[src/rtl/ps2_pkg.sv]
// Shared types and constants for the PS/2 scan-code decoder.
// The prefix timeout is enabled with the PS2_PREFIX_TIMEOUT_EN macro (see ps2_scancode_decoder).
package ps2_pkg;

    typedef enum logic [1:0] {
        S_IDLE,
        S_EXT,
        S_BRK,
        S_EXT_BRK
    } ps2_state_e;

    localparam logic [7:0] PS2_EXT  = 8'hE0;
    localparam logic [7:0] PS2_BRK  = 8'hF0;
    localparam logic [7:0] PS2_ERR0 = 8'h00;
    localparam logic [7:0] PS2_ERR1 = 8'hFF;

    typedef struct packed {
        logic [7:0] code;
        logic       brk;
        logic       ext;
    } ps2_evt_t;

    localparam int PS2_EVT_W = $bits(ps2_evt_t);

endpackage

[src/rtl/ps2_evt_fifo.sv]
// Synchronous event FIFO with registered occupancy count.
// A push into a full FIFO succeeds only when a pop frees a slot in the same cycle.
module ps2_evt_fifo #(
    parameter int DEPTH = 4,
    parameter int WIDTH = 10
) (
    input  logic                       clk,
    input  logic                       rst,
    input  logic                       push,
    input  logic                       pop,
    input  logic [WIDTH-1:0]           wdata,
    output logic [WIDTH-1:0]           rdata,
    output logic                       full,
    output logic                       empty,
    output logic [$clog2(DEPTH+1)-1:0] count
);

    localparam int AW = $clog2(DEPTH);
    localparam int CW = $clog2(DEPTH+1);

    logic [WIDTH-1:0] mem [DEPTH];
    logic [AW-1:0]    wr_ptr;
    logic [AW-1:0]    rd_ptr;
    logic             do_push;
    logic             do_pop;

    assign empty   = (count == '0);
    assign full    = (count == CW'(DEPTH));
    assign do_pop  = pop && !empty;
    assign do_push = push && (!full || do_pop);
    assign rdata   = mem[rd_ptr];

    // Power-of-two depth lets the pointers wrap naturally.
    always_ff @(posedge clk or negedge rst) begin
        if (!rst) begin
            for (int i = 0; i < DEPTH; i++) begin
                mem[i] <= '0;
            end
            wr_ptr <= '0;
            rd_ptr <= '0;
            count  <= '0;
        end else begin
            if (do_push) begin
                mem[wr_ptr] <= wdata;
                wr_ptr      <= wr_ptr + 1'b1;
            end
            if (do_pop) begin
                rd_ptr <= rd_ptr + 1'b1;
            end
            case ({do_push, do_pop})
                2'b10:   count <= count + 1'b1;
                2'b01:   count <= count - 1'b1;
                default: count <= count;
            endcase
        end
    end

endmodule

[src/rtl/ps2_scancode_decoder.sv]
// Strips E0/F0 prefixes from PS/2 bytes and queues {code, break, ext} key events.
// Define PS2_PREFIX_TIMEOUT_EN to abandon a dangling prefix after TIMEOUT_CYCLES idle cycles.
module ps2_scancode_decoder
    import ps2_pkg::*;
#(
    parameter int FIFO_DEPTH     = 4,
    parameter int TIMEOUT_CYCLES = 1000000
) (
    input  logic                            clk,
    input  logic                            rst,
    input  logic                            byte_valid,
    input  logic [7:0]                      byte_in,
    output logic                            evt_valid,
    input  logic                            evt_ready,
    output logic [7:0]                      evt_code,
    output logic                            evt_break,
    output logic                            evt_ext,
    output logic [$clog2(FIFO_DEPTH+1)-1:0] evt_count,
    output logic                            overflow,
    input  logic                            clr_overflow
);

    if (FIFO_DEPTH < 2 || (FIFO_DEPTH & (FIFO_DEPTH - 1)) != 0) begin : g_bad_depth
        $error("FIFO_DEPTH must be a power of two and at least 2");
    end
    if (TIMEOUT_CYCLES < 1) begin : g_bad_timeout
        $error("TIMEOUT_CYCLES must be at least 1");
    end

    ps2_state_e state;
    ps2_state_e next_state;
    ps2_evt_t   push_evt;
    ps2_evt_t   head_evt;
    logic       push_req;
    logic       fifo_full;
    logic       fifo_empty;
    logic       timeout;
    logic       is_err;
    logic       is_ext;
    logic       is_brk;

`ifdef PS2_PREFIX_TIMEOUT_EN
    localparam int TW = (TIMEOUT_CYCLES > 1) ? $clog2(TIMEOUT_CYCLES) : 1;
    logic [TW-1:0] to_cnt;

    assign timeout = (to_cnt == TW'(TIMEOUT_CYCLES - 1));

    always_ff @(posedge clk or negedge rst) begin
        if (!rst) begin
            to_cnt <= '0;
        end else if (byte_valid || state == S_IDLE) begin
            to_cnt <= '0;
        end else begin
            to_cnt <= to_cnt + 1'b1;
        end
    end
`else
    assign timeout = 1'b0;
`endif

    assign is_err = (byte_in == PS2_ERR0) || (byte_in == PS2_ERR1);
    assign is_ext = (byte_in == PS2_EXT);
    assign is_brk = (byte_in == PS2_BRK);

    // A byte in the timeout cycle is decoded normally; timeout only acts on idle cycles.
    always_comb begin
        next_state = state;
        push_req   = 1'b0;
        push_evt   = '{code: byte_in, brk: 1'b0, ext: 1'b0};
        if (byte_valid) begin
            case (state)
                S_IDLE: begin
                    if (is_ext)      next_state = S_EXT;
                    else if (is_brk) next_state = S_BRK;
                    else if (!is_err) push_req  = 1'b1;
                end
                S_EXT: begin
                    if (is_brk) begin
                        next_state = S_EXT_BRK;
                    end else if (!is_ext) begin
                        next_state   = S_IDLE;
                        push_req     = !is_err;
                        push_evt.ext = 1'b1;
                    end
                end
                S_BRK: begin
                    if (!is_ext && !is_brk) begin
                        next_state   = S_IDLE;
                        push_req     = !is_err;
                        push_evt.brk = 1'b1;
                    end
                end
                default: begin
                    if (!is_ext && !is_brk) begin
                        next_state   = S_IDLE;
                        push_req     = !is_err;
                        push_evt.brk = 1'b1;
                        push_evt.ext = 1'b1;
                    end
                end
            endcase
        end else if (timeout) begin
            next_state = S_IDLE;
        end
    end

    // When full, a push only fits if the head is popped in the same cycle.
    always_ff @(posedge clk or negedge rst) begin
        if (!rst) begin
            state    <= S_IDLE;
            overflow <= 1'b0;
        end else begin
            state <= next_state;
            if (push_req && fifo_full && !evt_ready) begin
                overflow <= 1'b1;
            end else if (clr_overflow) begin
                overflow <= 1'b0;
            end
        end
    end

    ps2_evt_fifo #(
        .DEPTH (FIFO_DEPTH),
        .WIDTH (PS2_EVT_W)
    ) u_fifo (
        .clk   (clk),
        .rst   (rst),
        .push  (push_req),
        .pop   (evt_ready),
        .wdata (push_evt),
        .rdata (head_evt),
        .full  (fifo_full),
        .empty (fifo_empty),
        .count (evt_count)
    );

    assign evt_valid = !fifo_empty;
    assign evt_code  = head_evt.code;
    assign evt_break = head_evt.brk;
    assign evt_ext   = head_evt.ext;

endmodule

[config.mk]
export PLATFORM = sky130hd
export DESIGN_NAME = ps2_scancode_decoder
export DESIGN_NICKNAME = d
export VERILOG_FILES = /design/src/rtl/ps2_pkg.sv /design/src/rtl/ps2_evt_fifo.sv /design/src/rtl/ps2_scancode_decoder.sv
export SDC_FILE = /design/constraint.sdc
export NUM_CORES = 1
export LEC_CHECK = 0
export CORE_UTILIZATION = 55
export DETAILED_ROUTE_END_ITERATION = 7
export PLACE_DENSITY = 0.9
export SETUP_SLACK_MARGIN = 0.15
export SLEW_MARGIN = 30
export SYNTH_ARGS = -nofsm -noshare
export SYNTH_HDL_FRONTEND = slang
export SYNTH_SLANG_ARGS = --single-unit
[constraint.sdc]
create_clock -name clk -period 2.95 [get_ports clk]
set_input_delay 0.59 -clock clk [delete_from_list [all_inputs] [get_ports clk]]
set_output_delay 0.59 -clock clk [all_outputs]
set_load 0.03 [all_outputs]
==> impl_metrics.py <==
metrics = {
    "route": {
        "ant_nets": 0,
        "routedWlPerCell_microns": 18.69,
        "vias_per_cell": 5.658,
        "route.detailed.drc": 0,
        "via_count": 1505,
        "finalWirelength_microns": 4971,
        "drt_iter0_drc": 119,
        "dr.pass1.iters": 4,
    },
    "logic_synthesis": {
        "synth.distinct_cells": 27,
        "synth_edf_count": 0,
        "synth_fp_nets": 171,
        "syn_inst": 152,
        "synth_seq_cells": 50,
        "synth.most_common_cell": "dfrtp_1",
        "synth_top_area_share_pct": 52.58,
        "synth-async-reset-ratio_pct": 100.0,
        "netlist_area_sq_um": 2380,
        "ys_top_cells_by_area": "dfrtp_1 (53%), mux2_2 (16%), mux4_2 (9.5%)",
        "synthFlopType": "dfrtp_1",
        "synth_top_area_cell": "dfrtp_1",
        "ys_warn_count": 0,
        "synthTopCellsByCount": "dfrtp_1 (50), mux2_2 (34), mux4_2 (10)",
        "synth_area_per_cell_sq_um": 15.66,
        "ys_seq_area_share_pct": 52.58,
    },
    "timing": {
        "finalHoldViolCount": 0,
        "fmax_mhz": 363.0,
        "fin_crit_sh_pct": 93.37,
        "skew_ps": 13.41,
        "rsz0062_at_grt": "no",
        "fin_crit_ps": 2754,
        "relSlewSlack_pct": 59.34,
        "slew_violations": 0,
        "tns_ps": 0,
        "worst_pin_slew_ps": 609.9,
        "fin_ws_ps": 195.5,
        "setup_violations": 0,
    },
    "worst_setup_path": {
        "critPathMostFrequentCell": "xor2_1",
        "crit_fanout": 2,
        "cp.arrival_ps": 2980,
        "worst-path-buf-inv": 2,
        "worstPathCellList": "dlygate4sd2_1 > or4_4 > o21a_4 > o211ai_1 > ha_2 > inv_1 > fa_2 > xor2_1 > nor2_1 > xor2_1",
        "slowest_delay_ps": 560,
        "cp.required_ps": 3170,
        "criticalPathCategory": "input port to register",
        "cpLargestDelayFamily": "simple AND/OR/NAND/NOR gates",
        "crit_path_end_kind": "register",
        "cp_slowest_cell": "or4_4",
        "cp-start-kind": "input port",
    },
    "floorplanning": {
        "num_rows": 23,
        "die_y_microns": 67.78,
        "io_pins": 28,
        "die-width_microns": 67.78,
        "initial_utilization_pct": 58.24,
        "fp.dieArea_sq_um": 4594,
        "core_sq_um": 4086,
    },
    "power_and_ir_drop": {
        "clock_power_share_pct": 13.6,
        "p_leak_nw": 1.337,
        "p_int_mw": 2.230,
        "p_sw_mw": 1.261,
        "ir_worst_vdd_mv": 0.6494,
        "p_per_area_nw_per_um2": 1143,
        "combinationalPowerShare_pct": 50.1,
        "switching_share_pct": 36.12,
        "p_seq_share_pct": 36.3,
    },
    "clock_network": {
        "insertion_delay_ps": 310,
        "root_buffer": "clkbuf_8",
        "cts_sinks": 50,
        "ctsHoldBuffers": 0,
        "cts_made_buffers": 5,
        "cts_htree_levels": 2,
        "cts_tree": "done",
        "clk_path_buf_depth": 2,
        "clk_pin_slew_ps": 90,
    },
    "global_route": {
        "grt_first_pass_wirelength_microns": 8066,
        "antenna_found_initial": 0,
        "grt_pass1_vias": 1645,
        "grt_use_total_pct": 24.95,
        "overflow": 0,
        "grt_max_degree": 51,
    },
    "finish": {
        "syn_to_final_growth_pct": 28.29,
        "antenna_cells": 0,
        "fin_nets": 234,
        "drive_gt1_share_pct": 44.91,
    },
    "status": {
        "outcome": "complete, no violations",
    },
    "placed_design": {
        "portBuffers": 27,
        "pre_cts_ws_ps": -357.4,
        "hpwlAfterDp_microns": 3676,
        "gp_congestion": 0.8000,
    },
    "job": {
        "drv_cap": 0,
    },
    "min_path": {
        "min_path_type": "input port to async pin",
    },
}
[final timing paths]
| path | slack, ps | end | startpoint | cells after the start |
|---|---|---|---|---|
| max | 200 | u_fifo.count[2] | byte_in[4] | 10 |
| min | 290 | u_fifo.mem[22] | rst | 1 |
| max reg2reg | 490 | u_fifo.count[2] | u_fifo.count[0] | 8 |
| min reg2reg | 500 | u_fifo.mem[30] | u_fifo.mem[30] | 1 |
| max in group asynchronous | 2210 | u_fifo.rd_ptr[0] | rst | 1 |
| min in group clk | 500 | u_fifo.mem[30] | u_fifo.mem[30] | 1 |
[cells in the final DEF (no fill, tap or decap)]
master / Yosys / final
a21oi_1: 2 / 2
and2_1: 1 / 1
buf_4: 0 / 35
bufinv_16: 0 / 1
clkbuf_1: 3 / 1
clkbuf_8: 0 / 5
clkdlybuf4s50_1: 0 / 18
clkinvlp_4: 0 / 1
dfrtp_1: 50 / 49
dfrtp_2: 0 / 1
dlygate4sd2_1: 0 / 7
dlymetal6s2s_1: 0 / 1
fa_2: 0 / 1
ha_1: 5 / 4
ha_2: 0 / 1
inv_1: 7 / 7
mux2_1: 7 / 7
mux2_2: 34 / 34
mux2i_1: 1 / 1
mux4_2: 10 / 10
nand2_1: 2 / 2
nand3_1: 2 / 2
nor2_1: 5 / 5
o2111ai_4: 4 / 4
o211ai_1: 2 / 2
o21a_1: 2 / 2
o21a_4: 1 / 1
o22ai_1: 1 / 1
or3_1: 1 / 1
or4_4: 1 / 2
or4b_2: 1 / 1
xnor2_1: 3 / 3
xor2_1: 3 / 3
[cells by family (layout without fill, tap and decap cells)]
kind of cell / count (synthesis) / after routing / synth area share (%)
adders and majority gates: 6 / 6 / 3.470
xor gates and xnor gates: 6 / 6 / 2.209
DFF: 50 / 50 / 52.58
and+or+nand+nor: 14 / 14 / 3.260
muxes: 52 / 52 / 29.29
buffers and inverters: 12 / 76 / 2.208
AOI/OAI and AO/OA: 12 / 12 / 6.992
[registers in the layout (all words and copies together) (netlist names)]
| signal | flops |
|---|---|
| u_fifo.count | 3 |
| state | 2 |
| u_fifo.wr_ptr | 2 |
| u_fifo.rd_ptr | 2 |
| u_fifo.mem | 40 |
| overflow | 1 |
[metal layers]
metal | routed length [microns] | global-route usage (%)
met3 | 191 | 5.743
met1 | 2126 | 30.41
met5 | 0 | 0
met2 | 2559 | 43.07
met4 | 93 | 8.854
[timing repair]
action | CTS | global route
setup buffers | 2 | 2
pin swaps | 6 | 4
gates resized for setup | 11 | 1
endpoints found under the setup margin | 5 | 1
endpoints found under the hold margin | 0 | 0
[stage by stage]
| stage | cell area [sq um] | util, % | cells | power, mW | hold slack (ps) |
|---|---|---|---|---|---|
| final | 3053 | 74.71 | 266 | 3.491 | 286.7 |
| after global routing | 3053 | 74.71 | 266 | 3.682 | 337.5 |
| after CTS | 3035 | 74.28 | 264 | 3.505 | 313.0 |
| after detailed placement | 2909 | 71.19 | 254 | 3.013 | 483.3 |
| after global placement | 2907 | 71.13 | 254 | 2.898 | 469.6 |
| after floorplan | 2380 | - | 152 | 2.347 | 294.4 |
[power groups by stage]
stage,logic (mW),clock network [mW],registers [mW]
after floorplan,1.15,0,1.20
after global placement,1.68,0,1.22
after detailed placement,1.74,0,1.27
after CTS,1.76,0.485,1.26
after global routing,1.86,0.519,1.31
final,1.75,0.476,1.27
[area by class of cell]
class | instances | area [sq um]
Sequential cell | 50 | 1252
Multi-Input combinational cell | 90 | 1085
Fill cell | 243 | 1033
Timing Repair Buffer | 61 | 516.7
Clock buffer | 6 | 72.57
Tap cell | 50 | 62.56
Clock inverter | 2 | 37.54
Inverter | 7 | 26.28
Power figures use the tool's default switching activity.
